--- src/rtl/line_burst_adaptor.sv ---
// line_burst_adaptor: bridges a cache full-line port to a narrower burst
// memory port. Writes are serialised into BEATS beats, reads are assembled
// from BEATS beats. One transaction is outstanding at a time.
// Optional feature macro: LBA_CRITICAL_WORD_FIRST_EN enables wrapped,
// critical-word-first reads with a beat-aligned memory address.
module line_burst_adaptor #(
  parameter int LINE_W  = 256,
  parameter int BURST_W = 64,
  parameter int ADDR_W  = 32
) (
  input  logic               clk,
  input  logic               reset_n,
  input  logic [ADDR_W-1:0]  address_i,
  input  logic               read_i,
  input  logic               write_i,
  input  logic [LINE_W-1:0]  line_i,
  output logic [LINE_W-1:0]  line_o,
  output logic               resp_o,
  output logic [ADDR_W-1:0]  address_o,
  output logic               read_o,
  output logic               write_o,
  output logic [BURST_W-1:0] burst_o,
  input  logic [BURST_W-1:0] burst_i,
  input  logic               resp_i
);

  localparam int BEATS    = LINE_W / BURST_W;
  localparam int CNT_W    = $clog2(BEATS);
  localparam int LINE_OFF = $clog2(LINE_W / 8);
  localparam int BEAT_OFF = $clog2(BURST_W / 8);

  localparam logic [ADDR_W-1:0] LINE_MASK = {ADDR_W{1'b1}} << LINE_OFF;
  localparam logic [ADDR_W-1:0] BEAT_MASK = {ADDR_W{1'b1}} << BEAT_OFF;

  typedef enum logic [1:0] {IDLE, READ, WRITE, DONE} state_t;

  state_t            state, state_nx;
  logic [CNT_W-1:0]  cnt;
  logic [CNT_W-1:0]  start;
  logic [CNT_W-1:0]  slot;
  logic [LINE_W-1:0] wline;
  logic              last_beat;

  assign last_beat = resp_i && (cnt == '1);
  assign slot      = start + cnt;

  // State register
  always_ff @(posedge clk or negedge reset_n) begin
    if (!reset_n) state <= IDLE;
    else          state <= state_nx;
  end

  // Next-state and state-decoded handshake outputs
  always_comb begin
    state_nx = state;
    read_o   = 1'b0;
    write_o  = 1'b0;
    resp_o   = 1'b0;
    unique case (state)
      IDLE: begin
        if (write_i)     state_nx = WRITE;
        else if (read_i) state_nx = READ;
      end
      READ: begin
        read_o = 1'b1;
        if (last_beat) state_nx = DONE;
      end
      WRITE: begin
        write_o = 1'b1;
        if (last_beat) state_nx = DONE;
      end
      DONE: begin
        resp_o   = 1'b1;
        state_nx = IDLE;
      end
      default: state_nx = IDLE;
    endcase
  end

  // Request latch, beat counter and read-line assembly
  always_ff @(posedge clk or negedge reset_n) begin
    if (!reset_n) begin
      cnt       <= '0;
      start     <= '0;
      wline     <= '0;
      line_o    <= '0;
      address_o <= '0;
    end else begin
      unique case (state)
        IDLE: begin
          if (write_i) begin
            address_o <= address_i & LINE_MASK;
            wline     <= line_i;
            start     <= '0;
            cnt       <= '0;
          end else if (read_i) begin
`ifdef LBA_CRITICAL_WORD_FIRST_EN
            address_o <= address_i & BEAT_MASK;
            start     <= address_i[LINE_OFF-1:BEAT_OFF];
`else
            address_o <= address_i & LINE_MASK;
            start     <= '0;
`endif
            cnt       <= '0;
          end
        end
        READ: begin
          if (resp_i) begin
            for (int unsigned b = 0; b < BEATS; b++) begin
              if (slot == CNT_W'(b)) line_o[b*BURST_W +: BURST_W] <= burst_i;
            end
            cnt <= cnt + 1'b1;
          end
        end
        WRITE: begin
          if (resp_i) cnt <= cnt + 1'b1;
        end
        default: ;
      endcase
    end
  end

`ifndef LBA_CRITICAL_WORD_FIRST_EN
  // Beat-offset mask only matters for critical-word-first reads
  logic unused_mask;
  assign unused_mask = ^BEAT_MASK;
`endif

  // Write beat select from the latched line
  always_comb begin
    burst_o = '0;
    for (int unsigned b = 0; b < BEATS; b++) begin
      if (cnt == CNT_W'(b)) burst_o = wline[b*BURST_W +: BURST_W];
    end
  end

endmodule

--- config.mk ---
export PLATFORM = sky130hd
export DESIGN_NAME = line_burst_adaptor
export DESIGN_NICKNAME = d
export VERILOG_FILES = /design/src/rtl/line_burst_adaptor.sv
export SDC_FILE = /design/constraint.sdc
export NUM_CORES = 1
export LEC_CHECK = 0
export ABC_AREA = 1
export BUFFER_PORTS_ARGS = -buffer_cell sky130_fd_sc_hd__buf_2
export CORE_AREA = 4 4 276 278
export CTS_CLUSTER_SIZE = 30
export DETAILED_ROUTE_END_ITERATION = 10
export DIE_AREA = 0 0 280 282
export GPL_ROUTABILITY_DRIVEN = 0
export HOLD_SLACK_MARGIN = 0.02
export SLEW_MARGIN = 25
export SYNTH_ARGS = -nofsm -noshare
export SYNTH_HDL_FRONTEND = slang
export SYNTH_SLANG_ARGS = --single-unit
--- constraint.sdc ---
create_clock -name clk -period 1.77 [get_ports clk]
set_clock_uncertainty 0.05 [all_clocks]
set_input_delay 0.2655 -clock clk [delete_from_list [all_inputs] [get_ports clk]]
set_output_delay 0.2655 -clock clk [all_outputs]
set_load 0.03 [all_outputs]
# Yosys cells after proc, flatten, opt, wreduce, memory -nomap -nowiden
# Index checks and enable logic that the tools add are counted.
totals:
  word_cells: 55
  register_bits: 550
  inputBits: 357
  out_inout_bits: 355
op_classes:
  mux: 17
  eq_ne: 12
  n_addsub: 2
  reduce_logical: 15
ops:
  columns: ["op", "count"]
  rows:
  - ["64-bit 2-to-1 mux", 4]
  - ["32-bit 2-to-1 mux", 2]
  - ["3-bit AND reduction", 5]
  - ["2-bit equality test, second input constant", 6]
  - ["2-bit 2-to-1 mux", 6]
  - ["2-bit by 1-bit equality test with 1-bit output, second input constant", 3]
  - ["2-bit logical NOT", 3]
  - ["2-bit one-hot mux with 3 select lines", 1]
  - ["2-bit AND reduction", 3]
  - ["2-bit by 1-bit != test with 1-bit output, second input constant", 2]
  - ["2-bit one-hot mux with 2 select lines", 1]
  - ["2-bit nonzero test", 2]
  - ["1-bit 2-to-1 mux", 3]
  - ["3-bit != test, second input constant", 1]
  - ["2-bit by 1-bit adder with 2-bit output, second input constant", 1]
  - ["2-bit adder", 1]
  - ["2-bit OR reduction", 1]
  - ["1-bit logical AND", 1]

# Logic depth before layout (Yosys ltp)
logic_depth:
  depth_word: 5
  ltp_mapped: 8
  depth_no_buf: 8

# Worst setup path after synthesis
# Ideal clock, no wire load.
synth_timing:
  path_kind: "register to output"
  from: "register cnt[0]"
  to: "output burst_o[10]"
  stages_incl_launch_ff: 8
  path_buffers: 1
  arrival_time_ns: 1.448
  required_time_ns: 1.454
  slack_ns: 0.006
  path_cell_list: "dfrtp_1 ha_1 inv_2 clkbuf_1 nand3_1 nand2_1 nand2_1 nand2_1"
synth_between:
  elab_chain_len: 5
  word_cells_on_any_way: 8
  classes_between: "eq/ne: 3; mux: 4; reduce/logical: 1"
synth_lines:
  columns: ["element", "line_no", "rtl"]
  rows:
  - ["start: declaration", "38", "logic [CNT_W-1:0] cnt;"]
  - ["start signal: assignment", "112", "cnt <= cnt + 1'b1;"]
  - ["start signal: assignment", "116", "if (resp_i) cnt <= cnt + 1'b1;"]
  - ["2-bit logical NOT", "133", "if (cnt == CNT_W'(b)) burst_o = wline[b*BURST_W +: BURST_W];"]
  - ["64-bit 2-to-1 mux (3 in series)", "133", null]
  - ["64-bit 2-to-1 mux (*)", "133", null]
  - ["end: declaration", "22", "output logic [BURST_W-1:0] burst_o,"]
# Mark *: on every way between the ends. The rest lies on a longest branch, timed or not.

# Worst setup path after layout
layout_timing:
  from: "register cnt[0]"
  to: "output burst_o[1]"
# The elaborated chain is that of the path after synthesis.

==> out/qor.yml <==
status:
  run_status: "finished with violations"
  violations: "setup timing"
final_layout:
  area_delta_synth_final_pct: 56.2
  final_stage_net_count: 4162
  final_layout_size_suffix_gt1_share_pct: 35.7
  final_core_utilization_pct: 50.2
clock_tree:
  cts_buffer_depth: 3
  ctsRootBufferMaster: "sky130_fd_sc_hd__clkbuf_16"
  num_cts_buffers: 58
  worst_setup_hold_path_clk_slew_ns: 0.06
  tritoncts: "built"
  clock_insertion_delay_worst_skew_ns: 0.61
  htree_num_levels: 2
  clkSinkCount: 543
power:
  share_seq_of_total_power_pct: 31.1
  p_int_mw: 38.2
  power.ir.vdd_worst_mv: 1.08
  power_switching_mw: 30.4
  design_power_total_mw: 68.6
  pwr_dens_nw_per_um2: 1850
  switching_share_pct: 44.3
  clkPwrFrac_pct: 18.0
  pwr-share-comb_pct: 50.9
  leakage_nw: 19.4
worst_setup_path:
  setup.worst_path.end: "burst_o[1]"
  cp-end-kind: "output port"
  critical_path_cell_count: 9
  worstReg2RegStart: "cnt[0]"
  crit_required_ns: 1.45
  worstPathCellList: "inv_4 > buf_12 > ha_4 > buf_12 > nand3_1 > nand2_1 > nand2_1 > nand2_1 > buf_6"
  critical_path.startpoint_type: "register"
  timing.critical_path.slowest_cell_delay_ns: 0.45
  crit_family: "buffers and inverters"
  worstPathMaxFanout: 26
  critical_path_s_most_frequent_cell: "sky130_fd_sc_hd__nand2_1"
  worst_path_slowest_cell: "sky130_fd_sc_hd__dfrtp_2"
  critPathArrivalTime_ns: 2.19
  path_buf_inv: 4
  reg2reg_slack_ns: -0.44
  crit_type: "reg -> out"
  reg2regPathDepth: 11
  worst_setup_path_startpoint: "cnt[0]"
  r2r_end: "line_o[145]"
sta:
  timing_worst_slew_pin_value_ns: 0.674
  post_layout_min_period_ns: 2.51
  layout_setup_ws_ns: -0.740
  fmax_mhz: 398
  timing_max_transition_violations_final: 0
  tns_ns: -78.37
  share_of_the_clock_period_used_by_the_worst_path_after_layout_pct: 142
  hold_violations: 0
  unrepaired_setup_endpoints_after_global_routing: "yes"
  slew-limit-headroom_pct: 55.0
  final-setup-viol-count: 308
global_route:
  wire_length_of_the_first_global_routing_pass_mm: 131
  globalRouteTotalUtil_pct: 21.0
  grt_start_max_net_pins: 133
  grt_pass1_vias: 23000
  antenna_violations_before_repair: 13
  globalRoute.totalOverflow: 0
drt:
  drt-wirelength-per-cell_um: 18.8
  average_vias_per_placed_instance: 4.82
  firstDrtPassIters: 6
  routed_wirelength_mm: 90.6
  drtAntennaViolNets: 0
  dr_total_vias: 23200
  violation_count_after_the_first_detailed_route_iteration: 1709
  drc_errors: 0
worst_hold_path:
  min-delay-path-class: "in -> reg"
placed_design:
  place_hpwl_mm: 55.6
  io_buffers: 701
yosys:
  postSynthCellCount: 2661
  synthesis.area_per_instance_um2: 8.94
  postSynthRegisterBits: 543
  yosysWarnings: 0
  synthDistinctLibCells: 21
  syn_area_um2: 23800
  synth_top_area_share_pct: 57.1
  synth_area_leaders: "sky130_fd_sc_hd__dfrtp_1 57%, sky130_fd_sc_hd__nand2_1 15%, sky130_fd_sc_hd__nand3_1 5.5%, sky130_fd_sc_hd__o21ai_2 5.4%, sky130_fd_sc_hd__a21oi_1 4.0%"
  yosysSeqAreaShare_pct: 57.1
  synth_area_leader_cell: "sky130_fd_sc_hd__dfrtp_1"
floorplan:
  core_region_area_um2: 73900
  initial_utilization_pct: 32.2
  rows: 100
  fp.dieArea_um2: 79000
  chipHeight_um: 282
  floorplan.io_pins: 712
  die_w_um: 280
run:
  drv.max_cap_violation_count: 0
==> layout by cell type (no fill, tap or decap), types with 8 or more instances in the layout <==
cell type / n
sky130_fd_sc_hd__clkinv_2: 13
sky130_fd_sc_hd__nand3_1: 255
sky130_fd_sc_hd__buf_6: 86
sky130_fd_sc_hd__dlygate4sd3_1: 347
sky130_fd_sc_hd__o21ai_1: 97
sky130_fd_sc_hd__a21oi_1: 133
sky130_fd_sc_hd__clkbuf_8: 11
sky130_fd_sc_hd__dfrtp_1: 541
sky130_fd_sc_hd__clkbuf_16: 76
sky130_fd_sc_hd__o21ai_0: 24
sky130_fd_sc_hd__o21ai_2: 162
sky130_fd_sc_hd__diode_2: 9
sky130_fd_sc_hd__buf_8: 12
sky130_fd_sc_hd__buf_2: 632
sky130_fd_sc_hd__ha_4: 8
sky130_fd_sc_hd__clkbuf_1: 11
sky130_fd_sc_hd__nand2_2: 89
sky130_fd_sc_hd__buf_16: 16
sky130_fd_sc_hd__buf_4: 85
sky130_fd_sc_hd__nand2_4: 27
sky130_fd_sc_hd__a21oi_2: 55
sky130_fd_sc_hd__nand2_1: 829
sky130_fd_sc_hd__nor2_1: 66
sky130_fd_sc_hd__buf_12: 66
sky130_fd_sc_hd__inv_1: 158
==> what timing repair did <==
item                                   CTS  global route
hold buffers                           347             0
endpoints found under the hold margin  882             0
setup endpoints to repair              176           488
pin swaps                               35            14
setup buffers                           22            25
gates cloned                            14            22
resized for setup                      272           180
==> worst min-delay path by stage <==
stage	startpoint	to	slack, ns	depth (start not counted)
after global placement	reset_n	line_o[3]	0.25	1
after global routing	burst_i[7]	line_o[135]	0.05	3
after CTS	burst_i[7]	line_o[135]	0.02	3
after detailed placement	reset_n	line_o[3]	0.24	1
final	burst_i[7]	line_o[135]	0.07	3
after floorplan	reset_n	address_o[10]	-0.08	0
==> worst register-to-register path: cells and delay by family, from the launching register on <==
kind            cells  cell delay [ns]
simple gates        2             0.19
buf+inv             7             1.04
fa+ha+maj           1             0.28
compound gates      1             0.05
flops               1             0.45
==> metal layers <==
metal,part of all wire [%],GRT usage (%)
met4,4.1,8.42
met3,7.0,4.39
met1,40,26.5
met2,49,35.2
met5,0.042,0
==> state kept, by name, summed over array words and instances (netlist names) <==
name	flops
state	2
line_o	256
cnt	2
wline	256
address_o	27
==> logic make-up after synthesis <==
family          share of synthesized area (%)
fa+ha+maj                               0.474
compound gates                           12.4
simple gates                             21.6
buf+inv                                  8.37
flops                                    57.1
other cells                            0.0158
==> synthesized netlist by cell type <==
library cell,number
sky130_fd_sc_hd__nand2_1,945
sky130_fd_sc_hd__dfrtp_1,543
sky130_fd_sc_hd__nand3_1,259
sky130_fd_sc_hd__a21oi_1,192
sky130_fd_sc_hd__inv_1,162
sky130_fd_sc_hd__o21ai_2,146
sky130_fd_sc_hd__o21ai_1,111
sky130_fd_sc_hd__buf_2,86
sky130_fd_sc_hd__nor2_1,66
sky130_fd_sc_hd__buf_6,50
sky130_fd_sc_hd__buf_4,35
sky130_fd_sc_hd__o21ai_0,26
sky130_fd_sc_hd__clkbuf_1,18
sky130_fd_sc_hd__ha_1,9
sky130_fd_sc_hd__clkbuf_8,4
sky130_fd_sc_hd__nand3_2,4
sky130_fd_sc_hd__conb_1,1
sky130_fd_sc_hd__inv_2,1
sky130_fd_sc_hd__nand2_2,1
sky130_fd_sc_hd__nand3b_1,1
sky130_fd_sc_hd__o21ai_4,1
==> power by group through the flow <==
| stage | sequential, mW | combinational [mW] | clock, mW |
|---|---|---|---|
| finish | 21.3 | 34.9 | 12.3 |
| global route | 21.9 | 37.5 | 13.1 |
| CTS | 21.0 | 33.0 | 12.6 |
| detailed placement | 21.0 | 29.1 | 0 |
| global placement | 20.9 | 28.7 | 0 |
| floorplan | 26.1 | 14.0 | 0 |
==> final cells by class <==
type | instances | area [um2]
clock inverters | 24 | 273
inverters | 163 | 617
fillers | 6580 | 36800
well taps | 969 | 1210
flip-flops and latches | 543 | 13600
multi-input cells | 1766 | 9120
diodes | 9 | 22.5
clock buffers | 80 | 1640
repair buffers | 1264 | 10700
==> metrics by stage <==
step                      instances  setup slack (ns)  hold slack (ns)  instance area (um2)
after floorplan                2665           0.00608          -0.0801                23800
after global placement         4276            -0.149            0.246                28900
after detailed placement       4278            -0.134            0.240                28900
after CTS                      4765            -0.746           0.0229                35800
after global routing           4817            -0.840           0.0493                37200
final                          4818            -0.740           0.0729                37200
Note: power is estimated with default switching activity, not from simulation.
